`src/rtl/imem_access_sched_pkg.sv`:
```
// Shared types and default constants for the instruction-memory access scheduler.
package imem_access_sched_pkg;

   typedef enum logic {
      StOpen   = 1'b0,
      StLocked = 1'b1
   } sched_state_e;

   localparam int unsigned PORTW_DEF        = 32;
   localparam int unsigned ADDRWIDTH_DEF    = 7;
   localparam int unsigned STARVE_LIMIT_DEF = 4;
   localparam int unsigned STARVE_CNT_W     = 8;

endpackage

```
`src/rtl/imem_starve_cnt.sv`:
```
// Saturating count of consecutive denied port-2 cycles; sat flags LIMIT reached.
module imem_starve_cnt
   import imem_access_sched_pkg::*;
#(
   parameter int unsigned LIMIT = STARVE_LIMIT_DEF
) (
   input  logic clk,
   input  logic rst,
   input  logic inc,
   input  logic clr,
   output logic sat
);

   logic [STARVE_CNT_W-1:0] cnt_q, cnt_d;

   assign sat = (cnt_q == STARVE_CNT_W'(LIMIT));

   always_comb begin
      cnt_d = cnt_q;
      if (clr) begin
         cnt_d = '0;
      end else if (inc && !sat) begin
         cnt_d = cnt_q + 1'b1;
      end
   end

   always_ff @(posedge clk) begin
      if (rst) begin
         cnt_q <= '0;
      end else begin
         cnt_q <= cnt_d;
      end
   end

endmodule

```
`src/rtl/imem_access_sched.sv`:
```
// Two-port arbiter in front of a single-port instruction memory (fetch vs. loader).
// Define IMEM_ACCESS_SCHED_STARVE_EN to compile in port-2 starvation promotion.
module imem_access_sched
   import imem_access_sched_pkg::*;
#(
   parameter int unsigned PORTW        = PORTW_DEF,
   parameter int unsigned ADDRWIDTH    = ADDRWIDTH_DEF,
   parameter int unsigned STARVE_LIMIT = STARVE_LIMIT_DEF
) (
   input  logic                 clk,
   input  logic                 rst,
   input  logic                 en_1_x,
   input  logic [ADDRWIDTH-1:0] addr_1,
   output logic                 busy_1,
   output logic                 rvalid_1,
   output logic [PORTW-1:0]     q_1,
   input  logic                 en_2_x,
   input  logic                 wr_2_x,
   input  logic [ADDRWIDTH-1:0] addr_2,
   input  logic [PORTW-1:0]     d_2,
   input  logic [PORTW-1:0]     bit_wr_2_x,
   input  logic                 lock_2,
   output logic                 busy_2,
   output logic                 rvalid_2,
   output logic [PORTW-1:0]     q_2,
   output logic                 en_x,
   output logic                 wr_x,
   output logic [ADDRWIDTH-1:0] addr,
   output logic [PORTW-1:0]     d,
   output logic [PORTW-1:0]     bit_wr_x,
   input  logic [PORTW-1:0]     q
);

   if (STARVE_LIMIT < 1 || STARVE_LIMIT > 255) begin : g_bad_limit
      $error("STARVE_LIMIT out of range 1..255");
   end

   sched_state_e state_q;
   logic         rvalid_1_q, rvalid_2_q;
   logic         req_1, req_2, gnt_1, gnt_2, prio_2, locked;

   // Reset masks both requests so no grant can leak out while rst is high.
   assign req_1  = ~en_1_x & ~rst;
   assign req_2  = ~en_2_x & ~rst;
   assign locked = (state_q == StLocked);

`ifdef IMEM_ACCESS_SCHED_STARVE_EN
   logic starve_sat;

   imem_starve_cnt #(
      .LIMIT (STARVE_LIMIT)
   ) u_starve_cnt (
      .clk (clk),
      .rst (rst),
      .inc (req_2 & ~gnt_2),
      .clr (~req_2 | gnt_2),
      .sat (starve_sat)
   );

   assign prio_2 = locked | starve_sat;
`else
   assign prio_2 = locked;
`endif

   assign gnt_2 = req_2 & (~req_1 | prio_2);
   // A locked burst keeps port 1 out even in gaps where port 2 is idle.
   assign gnt_1 = req_1 & ~gnt_2 & ~locked;

   assign busy_1 = rst | (~en_1_x & ~gnt_1);
   assign busy_2 = rst | (~en_2_x & ~gnt_2);

   always_comb begin
      en_x     = 1'b1;
      wr_x     = 1'b1;
      bit_wr_x = '1;
      addr     = addr_1;
      if (gnt_1) begin
         en_x = 1'b0;
      end else if (gnt_2) begin
         en_x     = 1'b0;
         wr_x     = wr_2_x;
         bit_wr_x = bit_wr_2_x;
         addr     = addr_2;
      end
   end

   assign d        = d_2;
   assign q_1      = q;
   assign q_2      = q;
   assign rvalid_1 = rvalid_1_q;
   assign rvalid_2 = rvalid_2_q;

   always_ff @(posedge clk) begin
      if (rst) begin
         state_q    <= StOpen;
         rvalid_1_q <= 1'b0;
         rvalid_2_q <= 1'b0;
      end else begin
         rvalid_1_q <= gnt_1;
         rvalid_2_q <= gnt_2 & wr_2_x;
         case (state_q)
            StOpen:   if (gnt_2 && lock_2) state_q <= StLocked;
            StLocked: if (!lock_2) state_q <= StOpen;
            default:  state_q <= StOpen;
         endcase
      end
   end

endmodule

```
`config.mk`:
```
export PLATFORM = sky130hd
export DESIGN_NAME = imem_access_sched
export DESIGN_NICKNAME = d
export VERILOG_FILES = /design/src/rtl/imem_access_sched_pkg.sv /design/src/rtl/imem_starve_cnt.sv /design/src/rtl/imem_access_sched.sv
export SDC_FILE = /design/constraint.sdc
export NUM_CORES = 1
export LEC_CHECK = 0
export ABC_AREA = 1
export CORE_AREA = 2 2 101 103
export CTS_CLUSTER_SIZE = 8
export DETAILED_ROUTE_END_ITERATION = 12
export DIE_AREA = 0 0 103 105
export PLACE_DENSITY = 0.66
export RECOVER_POWER = 50
export SYNTH_ARGS = -nofsm -noshare
export SYNTH_HDL_FRONTEND = slang
export SYNTH_SLANG_ARGS = --single-unit
```
`constraint.sdc`:
```
create_clock -name clk -period 1.16 [get_ports clk]
set_clock_uncertainty 0.15 [all_clocks]
set_input_delay 0.116 -clock clk [delete_from_list [all_inputs] [get_ports clk]]
set_output_delay 0.116 -clock clk [all_outputs]
set_load 0.05 [all_outputs]
```
**After elaboration in Yosys (flattened, before gate mapping)**

Index checks and enable logic that the tools add are counted.

- Bitwise gates (word level): 18
- Mux-type cells: 11
- Reduce and logical (&&, ||, !) cells: 1

Operator list:

| kind | number |
|---|---|
| two-way mux 32 bit | 2 |
| two-way mux 7 bit | 2 |
| AND 1 bit | 8 |
| inverter 1 bit | 7 |
| two-way mux 1 bit | 6 |
| OR 1 bit | 3 |
| one-hot mux 1 bit (2 select lines) | 1 |
| logical AND 1 bit | 1 |

- Register bits: 3
- Word-level logic and storage cells: 33
- Input bits: 116

**Logic depth before layout (Yosys ltp)**

- Depth in word-level cells: 11
- Gate-level depth with buffers: 6

**Worst setup path before layout**

OpenSTA, ideal clock, no wires.

- Path type: flip-flop to output port
- Start point: register state_q (netlist: locked)
- End point: output port busy_2
- Data required time: 0.894 ns
- Slack: -0.814 ns
- Arrival time: 1.708 ns
- Stages on the path, launching flop included: 5
- Path buffers: 1
- Cell sequence: dfxtp_1 inv_1 nand2_1 buf_2 o21ai_0

- Longest elaborated chain between the ends: 5

RTL lines:

| element | RTL line | RTL |
|---|---|---|
| from (decl) | imem_access_sched.sv:38 | `sched_state_e state_q;` |
| from (signal assigned) | imem_access_sched.sv:95 | `state_q <= StOpen;` |
| from (signal assigned) | imem_access_sched.sv:102 | `StOpen: if (gnt_2 && lock_2) state_q <= StLocked;` |
| from (signal assigned) | imem_access_sched.sv:103 | `StLocked: if (!lock_2) state_q <= StOpen;` |
| OR 1 bit | imem_access_sched.sv:65 | `assign gnt_2 = req_2 & (~req_1 \| prio_2);` |
| AND 1 bit | imem_access_sched.sv:65 |  |
| inverter 1 bit | imem_access_sched.sv:70 | `assign busy_2 = rst \| (~en_2_x & ~gnt_2);` |
| AND 1 bit | imem_access_sched.sv:70 |  |
| OR 1 bit | imem_access_sched.sv:70 |  |
| to (decl) | imem_access_sched.sv:23 | `output logic busy_2,` |

No other way between the ends.

**Worst setup path after layout**

- Start point: register state_q (netlist: locked)
- End point: output port bit_wr_x[4]

- Longest elaborated chain between the ends: 6
- Elaborated cells between the ends (all ways): 8
- Those cells by class: mux (2); bitwise (6)

RTL lines:

| element | RTL line | RTL |
|---|---|---|
| OR 1 bit | imem_access_sched.sv:65 |  |
| AND 1 bit | imem_access_sched.sv:65 |  |
| inverter 1 bit | imem_access_sched.sv:67 | `assign gnt_1 = req_1 & ~gnt_2 & ~locked;` |
| AND 1 bit (2 in series) | imem_access_sched.sv:67 |  |
| two-way mux 32 bit * | imem_access_sched.sv:77 | `if (gnt_1) begin` |
| to (decl) | imem_access_sched.sv:30 | `output logic [PORTW-1:0] bit_wr_x,` |

Mark *: on every way between the ends. The rest lies on a longest branch, timed or not.

==> results.py <==
metrics = {
    "outcome": {
        "status": "finished with violations",
        "violations": "negative setup slack",
    },
    "drt": {
        "drcViolationCount": 0,
        "met3WireLength_um": 566,
        "wl_met2_mm": 2.27,
        "vias_per_cell": 3.17,
        "highest_layer": "met4",
        "first_iter_violations": 6,
        "drt-pass1-iter-count": 2,
        "met1_length_um": 982,
        "drt-total-wl_mm": 3.93,
        "vias": 1002,
        "ant_nets": 0,
        "wl_per_cell_um": 12.4,
    },
    "layout": {
        "n_antenna_cell": 0,
        "fill_cells": 1045,
        "fin_nets": 300,
        "instances_no_fill": 316,
        "area_growth_pct": 73.5,
        "drive_gt1_share_pct": 48.6,
    },
    "global_routing": {
        "grt_pass1_vias": 1062,
        "overflow": 0,
        "antenna_found_initial": 0,
        "grt_use_total_pct": 6.55,
        "grt_max_degree": 21,
        "grt_pass1_wl_mm": 5.34,
    },
    "synth": {
        "yosys_warnings": 0,
        "yosysSeqAreaShare_pct": 5.03,
        "synth_area_per_cell_sq_um": 6.95,
        "synth_nets": 288,
        "synth_seq_cells": 3,
        "synthCells": 172,
        "synthesis.area_sq_um": 1190,
        "synth_cell_type_count": 14,
    },
    "floorplan": {
        "die_area_sq_um": 10800,
        "io_pins": 257,
        "start_util_pct": 12.4,
        "core_sq_um": 9640,
        "fp.dieW_um": 103,
        "fp.dieH_um": 105,
        "rows": 36,
    },
    "sta": {
        "slew-limit-headroom_pct": 83.6,
        "tightest_slew_ns": 0.246,
        "setup_slack_ns": -0.351,
        "setup_tns_ns": -13.94,
        "fmaxAchievable_ghz": 0.662,
        "rsz0062_at_grt": "yes",
        "setup_violations": 45,
        "report.final.slew_viol_count": 0,
        "period_needed_ns": 1.51,
        "finalHoldViolCount": 0,
        "min_period_over_period_pct": 130,
        "fin_hold_ws_ns": 0.0820,
    },
    "clock_network": {
        "clkTransAtPathRegs_ns": 0.03,
        "clockRootBuffer": "clkbuf_8",
        "insertion_delay_ns": 0.21,
        "cts_max_level": 1,
        "cts_tree": "yes",
        "clockBufferDepth": 2,
        "clock-sinks": 3,
        "cts_buffers": 3,
    },
    "worst_setup_path": {
        "worst-r2r-setup-slack_ns": -0.05,
        "r2r_end": "locked",
        "critPathKind": "flip-flop to output pin",
        "worstSetupEndpointType": "output pin",
        "rr_worst_depth": 7,
        "crit_arrival_ns": 1.24,
        "reg2reg_from": "locked",
        "cp.required_ns": 0.89,
        "cp_max_fo": 20,
        "worstSetupStartpointType": "flip-flop",
    },
    "power": {
        "p_leak_nw": 0.810,
        "p_switching_uw": 470,
        "p_int_uw": 762,
        "peakVddDrop_uv": 397,
        "swShare_pct": 38.2,
        "clkPwrFrac_pct": 24.4,
        "p_comb_share_pct": 66.6,
        "p_per_area_nw_per_um2": 594,
        "seq_power_share_pct": 9.0,
        "p_total_mw": 1.23,
    },
    "placed_design": {
        "dp_cells": 307,
        "gp_congestion": 0.715,
        "io_buffers": 96,
        "hpwlAfterDp_mm": 3.29,
    },
    "min_path": {
        "hp-class": "input pin to output pin",
        "hold_start": "d_2[15]",
        "holdPathStages": 0,
        "hold-path-endpoint": "d[15]",
    },
    "flow_run": {
        "maxCapViolCount": 0,
    },
}
## cells by family after synthesis
logic type,share of synthesized area [%]
buf+inv,65.8
simple gates,28.0
flops,5.03
compound gates,1.26
## power groups by stage
stage	sequential, mW	combinational, mW	clock [mW]
6_report	0.111	0.820	0.301
5_1_grt	0.111	0.858	0.327
4_1_cts	0.111	0.821	0.313
3_5_place_dp	0.112	0.748	0
3_3_place_gp	0.112	0.740	0
2_1_floorplan	0.121	1.23	0
## layer usage
| metal | global-route usage [%] | up-vias |
|---|---|---|
| li1 | - | 444 |
| met1 | 4.22 | 436 |
| met2 | 14.0 | 96 |
| met3 | 3.48 | 26 |
| met4 | 2.44 | 0 |
| met5 | 0 | - |
## state kept, by name, summed over array words and instances (netlist names)
register / flops
rvalid_2: 1
rvalid_1: 1
locked: 1
## final cells by class
cell class	count	area (sq um)	share of cell area, %
timing repair buffer	108	1280	61.6
multi-input combinational	64	508	24.5
tap	133	166	8.03
sequential	3	61.3	2.96
clock buffer	4	45.0	2.17
inverter	4	15.0	0.724
## critical path: stages (launching register included)
cell	delay [ns]
dfxtp_2	0.31
inv_2	0.04
nand2_4	0.07
nand2_4	0.07
buf_12	0.15
or2_1	0.23
buf_6	0.16
## cell usage after synthesis
master	number	area [sq um]
nor2_4	1	11.3
a21oi_1	1	5.00
inv_1	4	15.0
nor2_1	3	11.3
buf_6	4	45.0
buf_4	96	721
or2_2	1	6.26
dfxtp_1	3	60.1
o21ai_0	2	10.0
or2_1	31	194
nand2_1	16	60.1
nand3_1	8	40.0
nand2_4	1	11.3
buf_2	1	5.00
## placed cells by master (no fill, tap or decap)
cell type,n
clkdlybuf4s50_1,48
buf_6,30
or2_1,28
buf_12,15
nand2_4,9
nand2_1,8
buf_4,8
nand3_2,7
or2_4,4
inv_1,3
nor2_4,3
clkbuf_8,3
dlygate4sd2_1,3
buf_8,3
o21ai_4,2
dfxtp_1,2
inv_2,1
nand3_4,1
a21oi_2,1
nor2_1,1
clkbuf_1,1
buf_16,1
dfxtp_2,1
## repair_timing
| item | in CTS | in global routing |
|---|---|---|
| pin swaps | 3 | 2 |
| endpoints found under the hold margin | 0 | 0 |
| gates resized for setup | 55 | 5 |
| buffers inserted | 5 | 0 |
| setup endpoints to repair | 44 | 45 |
| hold buffers | 0 | 0 |
| gates cloned | 1 | 0 |
## how the worst max path moves through the flow
stage | start | to | slack [ns] | depth (start not counted)
final | locked | bit_wr_x[4] | -0.35 | 6
after CTS | locked | bit_wr_x[13] | -0.36 | 6
after global routing | locked | bit_wr_x[19] | -0.41 | 6
after detailed placement | rst | bit_wr_x[30] | -0.55 | 6
after floorplan | locked | busy_1 | -0.15 | 2
after global placement | en_1_x | bit_wr_x[10] | -0.53 | 7
## metrics by stage
| step | cell area (sq um) | setup slack, ns | util [%] |
|---|---|---|---|
| after floorplan | 1280 | -0.149 | - |
| after global placement | 1760 | -0.534 | 18.2 |
| after detailed placement | 1760 | -0.546 | 18.2 |
| after CTS | 2050 | -0.363 | 21.3 |
| after global routing | 2070 | -0.408 | 21.5 |
| final | 2070 | -0.351 | 21.5 |
(Power assumes the default switching activity.)
